--- src/rtl/counter_bank_pkg.sv ---
// counter_bank_pkg: shared mode constants and per-cycle step decode for the counter bank
package counter_bank_pkg;
  localparam bit CNT_WRAP = 1'b1;
  localparam bit CNT_SAT = 1'b0;
  typedef enum logic [2:0] {HOLD, UP, DOWN, LOAD, CLR} step_e;
endpackage

--- src/rtl/counter_chan.sv ---
// counter_chan: one up/down counter channel with clear, load, wrap or saturate, and terminal-count pulse
module counter_chan
  import counter_bank_pkg::*;
#(
  parameter int WIDTH = 8,
  parameter bit WRAP = CNT_WRAP
) (
  input  logic             clk,
  input  logic             rst,
  input  logic             clr,
  input  logic             ld,
  input  logic [WIDTH-1:0] ld_val,
  input  logic             inc,
  input  logic             dec,
  input  logic [WIDTH-1:0] max_val,
  output logic [WIDTH-1:0] cnt,
  output logic             eq,
  output logic             tc
);
  step_e step;
  logic [WIDTH-1:0] cnt_q, cnt_d;
  logic tc_q, tc_d;
  logic at_top, at_bot;
  always_comb begin
    step = clr ? CLR : ld ? LOAD : (inc & ~dec) ? UP : (dec & ~inc) ? DOWN : HOLD;
    at_top = cnt_q >= max_val;
    at_bot = cnt_q == '0;
    cnt_d = cnt_q;
    tc_d = 1'b0;
    unique case (step)
      CLR:  cnt_d = '0;
      LOAD: cnt_d = ld_val;
      UP: begin
        cnt_d = at_top ? (WRAP ? '0 : cnt_q) : cnt_q + 1'b1;
        tc_d = at_top;
      end
      DOWN: begin
        cnt_d = at_bot ? (WRAP ? max_val : cnt_q) : cnt_q - 1'b1;
        tc_d = at_bot;
      end
      default: cnt_d = cnt_q;
    endcase
  end
  always_ff @(posedge clk) begin
    if (rst) begin
      cnt_q <= '0;
      tc_q <= 1'b0;
    end else begin
      cnt_q <= cnt_d;
      tc_q <= tc_d;
    end
  end
  assign cnt = cnt_q;
  assign tc = tc_q;
  assign eq = cnt_q == max_val;
endmodule

--- src/rtl/counter_bank.sv ---
// counter_bank: NCH independent up/down counters packed onto flat buses
module counter_bank
  import counter_bank_pkg::*;
#(
  parameter int NCH = 4,
  parameter int WIDTH = 8,
  parameter bit WRAP = CNT_WRAP
) (
  input  logic                 clk,
  input  logic                 rst,
  input  logic [NCH-1:0]       clr,
  input  logic [NCH-1:0]       ld,
  input  logic [NCH*WIDTH-1:0] ld_val,
  input  logic [NCH-1:0]       inc,
  input  logic [NCH-1:0]       dec,
  input  logic [NCH*WIDTH-1:0] max_val,
  output logic [NCH*WIDTH-1:0] cnt,
  output logic [NCH-1:0]       eq,
  output logic [NCH-1:0]       tc
);
  for (genvar i = 0; i < NCH; i++) begin : g_chan
    counter_chan #(.WIDTH(WIDTH), .WRAP(WRAP)) u_chan (
      .clk    (clk),
      .rst    (rst),
      .clr    (clr[i]),
      .ld     (ld[i]),
      .ld_val (ld_val[i*WIDTH +: WIDTH]),
      .inc    (inc[i]),
      .dec    (dec[i]),
      .max_val(max_val[i*WIDTH +: WIDTH]),
      .cnt    (cnt[i*WIDTH +: WIDTH]),
      .eq     (eq[i]),
      .tc     (tc[i])
    );
  end
endmodule

--- config.mk ---
export PLATFORM = sky130hd
export DESIGN_NAME = counter_bank
export DESIGN_NICKNAME = d
export VERILOG_FILES = /design/src/rtl/counter_bank_pkg.sv /design/src/rtl/counter_chan.sv /design/src/rtl/counter_bank.sv
export SDC_FILE = /design/constraint.sdc
export NUM_CORES = 1
export LEC_CHECK = 0
export ABC_AREA = 1
export ABC_CLOCK_PERIOD_IN_PS = 2360
export BUFFER_PORTS_ARGS = -buffer_cell sky130_fd_sc_hd__buf_2
export CORE_MARGIN = 5
export CORE_UTILIZATION = 55
export DETAILED_ROUTE_END_ITERATION = 8
export PLACE_DENSITY = 0.94
export SLEW_MARGIN = 15
export SYNTH_ARGS = -nofsm -noshare
export SYNTH_HDL_FRONTEND = slang
export SYNTH_SLANG_ARGS = --single-unit
--- constraint.sdc ---
create_clock -name clk -period 2.36 [get_ports clk]
set_input_delay 0.236 -clock clk [delete_from_list [all_inputs] [get_ports clk]]
set_output_delay 0.236 -clock clk [all_outputs]
set_load 0.05 [all_outputs]
==> results of run 1 <==
## flip-flops by register name, summed over array words and instances (netlist names)
name and flops:
g_chan.u_chan.cnt 32, g_chan.u_chan.tc 4
## power by group
| group | internal (mW) | total [mW] | switching [mW] |
|---|---|---|---|
| clock network | 0.201 | 0.427 | 0.226 |
| logic | 0.342 | 1.00 | 0.659 |
| registers | 0.643 | 0.695 | 0.0523 |
| total | 1.19 | 2.12 | 0.937 |
## layout by cell type, fill, tap and decap left out
cell / instances
nor2_8: 2
clkinv_1: 2
buf_4: 13
inv_1: 145
ha_1: 43
o21ai_1: 6
clkbuf_8: 5
nand3_2: 1
xnor2_1: 3
nand4_1: 32
xor2_1: 15
nor2_4: 2
and2_1: 1
dfxtp_1: 36
nor2_1: 82
nand2_4: 2
nor3_1: 3
nand3b_1: 6
a21oi_1: 37
buf_2: 121
clkinv_2: 1
inv_4: 1
nand2_1: 235
nand2_2: 7
o21ai_0: 22
clkbuf_1: 1
nor2_2: 12
nor3_2: 2
nor4_4: 2
o21a_1: 1
nand3_1: 66
inv_2: 11
or2_2: 1
a21boi_1: 8
o21bai_1: 3
## worst paths after layout
kind	cells past startpoint	slack, ps	from	endpoint
setup reg to reg	13	440	g_chan[2].u_chan.cnt[0]$_SDFFE_PP0P_	g_chan[2].u_chan.cnt[2]$_SDFFE_PP0P_
setup / recovery	7	430	g_chan[3].u_chan.cnt[0]$_SDFFE_PP0P_	eq[3]
hold reg to reg	4	640	g_chan[3].u_chan.cnt[0]$_SDFFE_PP0P_	g_chan[3].u_chan.cnt[0]$_SDFFE_PP0P_
hold / removal	2	230	rst	g_chan[0].u_chan.tc$_SDFF_PP0_
## kinds of logic after synthesis
family          share of synthesized area (%)
compound gates                          8.937
buf+inv                                 16.07
xor+xnor                                3.392
flops                                   15.50
fa+ha+maj                               11.57
simple gates                            44.52
## Yosys cell counts (4+ instances only)
master    number  area share [%]
nand3_1       66             7.1
nand2_2        7            0.94
nor2_2        12             1.6
a21boi_1       8             1.3
ha_1          43              12
nand3b_1       6            0.97
buf_2          4            0.43
xor2_1        15             2.8
o21ai_1        6            0.65
a21oi_1       37             4.0
nand2_1      235              19
inv_1        145              12
nand4_1       32             4.3
o21ai_0       22             2.4
nor2_1        82             6.6
dfxtp_1       36              16
inv_2         11            0.89
buf_4         10             1.6
## layout make-up
class	count	area, um^2	share of cell area [%]
multi-input cells	594	3181	58.76
flip-flops and latches	36	720.7	13.31
repair buffers	134	703.2	12.99
inverters	159	599.3	11.07
well taps	105	131.4	2.427
clock buffers	6	72.57	1.341
clock inverters	1	5.005	0.09246
## critical path, stage by stage (launching register included)
cell,delay [ps]
dfxtp_1,400
inv_1,170
ha_1,310
nand2_1,40
nor2_1,80
nand2_1,80
inv_1,60
buf_2,250
## layer usage
metal  GRT usage [%]  wire (um)  up-vias
met5               0          0        -
met4           6.963        218        0
met3           3.754        925       25
met2           42.30       5995      188
met1           30.60       5459     2346
li1                -          -     2774
## per-stage QoR
step	instances	utilization [%]	setup WS, ps
6_report	1035	65.87	434.7
4_1_cts	1035	65.87	425.4
3_5_place_dp	1028	64.93	448.9
5_1_grt	1035	65.87	154.3
2_1_floorplan	808	-	257.1
3_3_place_gp	1028	64.93	517.9
==> metrics.cfg, run 1 <==
[timing]
clock.fmax_mhz = 519.4
hold_ws_ps = 228.4
period_share_pct = 81.58
hold_violations = 0
setup_tns_ps = 0
fin_skew_ps = 6.007
slew_viol_final = 0
setup-violations-final = 0
relSlewSlack_pct = 60.54
post-route-min-period_ps = 1925
worst_pin_slew_ps = 589.7
rsz0062_at_grt = false

[placement]
place_hpwl_um = 10200
gp_congestion = 0.9602
placed_area_um2 = 5335
portBuffers = 121

[clock_network]
numCtsBuffers = 5
clk_path_buf_depth = 2
clk_latency_ps = 280
cts.sinks = 36
cts-root-buf = clkbuf_8
htree_levels = 2
cts_resized = 0
postCtsSetupBuffers = 0
cts_tree = yes
clkTransAtPathRegs_ps = 70
holdBufCountCts = 0

[synthesis]
syn_avg_cell_area_um2 = 5.753
synth-async-reset-ratio_pct = 0
ys_ff_latch = 36
synth_area_um2 = 4648
seq_area_frac_synth_pct = 15.50
synth_top_flop_cell = dfxtp_1
synth_edf_count = 0
synth_nets = 933
syn_inst = 808
yosys_warnings = 0
synth_cell_type_count = 35

[power]
powerDensity_nw_per_um2 = 392.3
power_mw = 2.123
p_leak_nw = 3.436
peakVddDrop_uv = 197.4

[floorplan]
coreArea_um2 = 8217
dieWidth_um = 101.9
fp.dieH_um = 101.9
io_pins = 122
rows = 33
start_util_pct = 56.57
dieArea_um2 = 10390

[layout]
fillers = 760
fin_area_um2 = 5413
antennaDiodeCount = 0
nets = 1055
drive_above_1_share_pct = 19.68
syn_to_final_growth_pct = 16.45

[run]
drv_cap = 0

[routing]
drt_iter0_markers = 212
wl_um = 12600
drc = 0
num_vias = 5333
viasPerCell = 5.153
avgRoutedWirePerCell_um = 12.17
first_pass_iters = 4
ant_nets = 0

[global_routing]
grtUsageTotal_pct = 24.11
antenna_found_initial = 0
grt_overflow = 0
grt_pass1_vias = 4975
grt_first_pass_wirelength_um = 21020
grt_max_degree = 33

[status]
status = completed

[hold_path]
hold_class = in -> reg

[critical_path]
cp_max_fo = 7
cp.required_ps = 2120
cp-start-kind = register
arrival_ps = 1690
critPathCaptureType = output pin
crit_type = reg -> out

No activity file was read; power rests on OpenSTA's default activity.
==> inputs of run 2 (changes only) <==
--- a/config.mk
+++ b/config.mk
@@ -5,13 +5,13 @@
 export SDC_FILE = /design/constraint.sdc
 export NUM_CORES = 1
 export LEC_CHECK = 0
-export ABC_AREA = 1
-export ABC_CLOCK_PERIOD_IN_PS = 2360
+export ABC_AREA = 0
+export ABC_CLOCK_PERIOD_IN_PS = 1700
 export BUFFER_PORTS_ARGS = -buffer_cell sky130_fd_sc_hd__buf_2
 export CORE_MARGIN = 5
-export CORE_UTILIZATION = 55
+export CORE_UTILIZATION = 49
 export DETAILED_ROUTE_END_ITERATION = 8
-export PLACE_DENSITY = 0.94
+export PLACE_DENSITY = 0.9
 export SLEW_MARGIN = 15
 export SYNTH_ARGS = -nofsm -noshare
 export SYNTH_HDL_FRONTEND = slang
==> constraint.sdc (replaced) <==
create_clock -name clk -period 1.7 [get_ports clk]
set_input_delay 0.17 -clock clk [delete_from_list [all_inputs] [get_ports clk]]
set_output_delay 0.17 -clock clk [all_outputs]
set_load 0.05 [all_outputs]
==> run 2 against run 1 <==
Critical path type is now reg -> reg. Synthesized cell count fell by 25%. The flow now finishes with violations (setup timing). Clock skew rose by 4.1 ps. Clock power rose by 53%. Largest cell class unchanged.
==> metrics.cfg, run 2 <==
[status]
status = finished with violations
violations = setup timing

[placement]
place_hpwl_um = 11640  ; +14%
pre_cts_ws_ps = -159.9  ; -608.8 ps
gp_congestion = 0.9358  ; -2.5%
portBuffers = 121  ; unchanged

[critical_path]
crit_buf_inv = 2  ; -1
cp-start-kind = register
cp.required_ps = 1920  ; -200 ps
r2r_cells = 8  ; -5
reg2reg_slack_ps = -230  ; -670 ps
cpMaxStageDelayCell = a2111o_1
rr_endpoint = g_chan[2].u_chan.cnt[3]$_SDFFE_PP0P_
cpMostUsedCell = a21oi_2
cp_max_fo = 8  ; +1
critPathCaptureType = register
rr_startpoint = g_chan[2].u_chan.cnt[0]$_SDFFE_PP0P_
arrival_ps = 2150  ; +460 ps
critPathTopFamily = compound AO/OA/AOI/OAI gates
crit_chain = inv_4 -> ha_4 -> nand2b_4 -> a2111o_1 -> a31oi_4 -> buf_4 -> a21oi_2 -> a21oi_2
crit_type = reg -> reg
slowest_delay_ps = 440  ; +40 ps

[global_routing]
grt_overflow = 0  ; unchanged
grt_pass1_vias = 5390  ; +8.3%
grtUsageTotal_pct = 26.26  ; +2.2 points
antenna_found_initial = 0  ; unchanged
grt_first_pass_wirelength_um = 24630  ; +17%
grt_max_degree = 28  ; -15%

[routing]
wl_um = 15150  ; +20%
num_vias = 5274  ; -1.1%
first_pass_iters = 5  ; +1
drt_iter0_markers = 402  ; +90%
drc = 0  ; unchanged
viasPerCell = 6.000  ; +16%
ant_nets = 0  ; unchanged
avgRoutedWirePerCell_um = 17.23  ; +42%

[layout]
syn_to_final_growth_pct = 43.15
antennaDiodeCount = 0  ; unchanged
largest_reg_flops = 32  ; unchanged
layout_commonest_cell = buf_2
layout_common_cells = buf_2, buf_4, a21oi_1
nets = 895  ; -15%
drive_above_1_share_pct = 42.54  ; +23 points

[hold_path]
hold_class = in -> reg
whs_path_depth = 4  ; +2
min_from = inc[2]
holdPathEnd = g_chan[2].u_chan.tc$_SDFF_PP0_

[synthesis]
seq_area_frac_synth_pct = 16.72  ; +1.2 points
synth_top_area_share_pct = 16.72  ; -2.3 points
synth_area_um2 = 4312  ; -7.2%
synth.most_common_cell = a21oi_1
synth_area_leaders = dfxtp_1, ha_1, a21oi_1
syn_avg_cell_area_um2 = 7.138  ; +24%
synth_largest_area_cell = dfxtp_1
synth_edf_count = 0  ; unchanged
synth_nets = 729  ; -22%
syn_inst = 604  ; -25%
synth_cell_type_count = 64  ; +83%
synth-async-reset-ratio_pct = 0  ; unchanged
synth_top_flop_cell = dfxtp_1
yosys_warnings = 0  ; unchanged
ys_ff_latch = 36  ; unchanged
synth_common_cells = a21oi_1, nand2_1, ha_1

[timing]
clock.fmax_mhz = 518.6
worst_pin_slew_ps = 637.3  ; +47.55 ps
setup-violations-final = 35  ; +35
fin_skew_ps = 10.12  ; +4.117 ps
relSlewSlack_pct = 57.51  ; -3.0 points
period_share_pct = 113.4
rsz0062_at_grt = true
post-route-min-period_ps = 1928
hold_violations = 0  ; unchanged
setup_tns_ps = -4571  ; -4571 ps
setup_ws_ps = -228.3  ; -663.0 ps
slew_viol_final = 0  ; unchanged

[power]
p_leak_nw = 2.754  ; -20%
peakVddDrop_uv = 357.1  ; +81%
powerDensity_nw_per_um2 = 508.5  ; +30%

[clock_network]
clkTransAtPathRegs_ps = 80  ; about the same
numCtsBuffers = 5  ; unchanged
clk_latency_ps = 290  ; about the same
cts.sinks = 36  ; unchanged
holdBufCountCts = 0  ; unchanged
htree_levels = 2  ; unchanged
cts_tree = yes
clk_path_buf_depth = 2  ; unchanged
cts-root-buf = clkbuf_8

[floorplan]
fp.dieH_um = 103.8  ; +1.8%
dieWidth_um = 103.8  ; +1.8%
rows = 34  ; +3.0%
io_pins = 122  ; unchanged
start_util_pct = 49.93  ; -6.6 points
coreArea_um2 = 8636  ; +5.1%
dieArea_um2 = 10780  ; +3.7%

[run]
drv_cap = 0  ; unchanged

run 2: layout make-up:
class,count,area (um^2)
sequential,36,785.8
clock buffer,8,90.09
multi-input combinational,479,3665
timing repair buffer,206,1326
inverter,42,170.2
fill,615,2464
tap,108,135.1
run 2: worst min-delay path, cell delays in order:
cell	delay, ps
buf_2	120
nor3b_2	60
nand2_1	50
a21oi_1	50
run 2: worst max path at each step:
stage,startpoint,endpoint,cells after the start
2_1_floorplan,g_chan[3].u_chan.cnt[0]$_SDFFE_PP0P_,g_chan[3].u_chan.cnt[0]$_SDFFE_PP0P_,8
3_3_place_gp,max_val[23],g_chan[2].u_chan.cnt[1]$_SDFFE_PP0P_,8
3_5_place_dp,max_val[23],g_chan[2].u_chan.cnt[2]$_SDFFE_PP0P_,8
4_1_cts,g_chan[1].u_chan.cnt[3]$_SDFFE_PP0P_,g_chan[1].u_chan.cnt[1]$_SDFFE_PP0P_,5
5_1_grt,g_chan[2].u_chan.cnt[0]$_SDFFE_PP0P_,g_chan[2].u_chan.cnt[3]$_SDFFE_PP0P_,8
6_report,g_chan[2].u_chan.cnt[0]$_SDFFE_PP0P_,g_chan[2].u_chan.cnt[3]$_SDFFE_PP0P_,8
run 2: metal layers:
layer / wire, um / share of wire [%] / GRT usage [%] / up-vias
met5: 0 / 0 / 0 / -
met4: 424 / 2.8 / 8.696 / 0
met3: 1171 / 7.7 / 4.478 / 53
met2: 7550 / 50 / 46.45 / 276
met1: 6002 / 40 / 32.03 / 2456
li1: - / - / - / 2489
run 2: power breakdown:
group          leakage (nW)  total (mW)  internal (mW)  switching, mW
clock                0.0455       0.653          0.331          0.322
combinational          2.40        1.56          0.675          0.885
sequential            0.309       0.925          0.876         0.0488
run 2: logic make-up (layout without fill, tap and decap cells):
family	Yosys count	in the layout	share of synthesized area (%)
AO/OA/AOI/OAI	181	181	25.54
XOR/XNOR	39	39	7.922
adder cells (fa/ha/maj)	43	43	12.48
buffers and inverters	89	256	9.228
flip-flops	36	36	16.72
multiplexers	3	3	0.7255
AND/OR/NAND/NOR	213	213	27.39
run 2: what timing repair did:
item / CTS / global route
pin swaps: 30 / 21
resized for setup: 33 / 32
setup buffers: 3 / 3
setup endpoints to repair: 35 / 40
run 2: metrics by stage:
step / hold WS (ps) / instances / utilization (%) / cell area (um^2) / power [mW]
floorplan: 343.9 / 604 / - / 4656 / 1.871
global placement: 496.3 / 865 / 66.42 / 5736 / 2.269
detailed placement: 509.9 / 865 / 66.42 / 5736 / 2.339
CTS: 208.0 / 876 / 69.76 / 6025 / 3.045
global route: 231.1 / 879 / 71.47 / 6172 / 3.297
finish: 208.7 / 879 / 71.47 / 6172 / 3.138
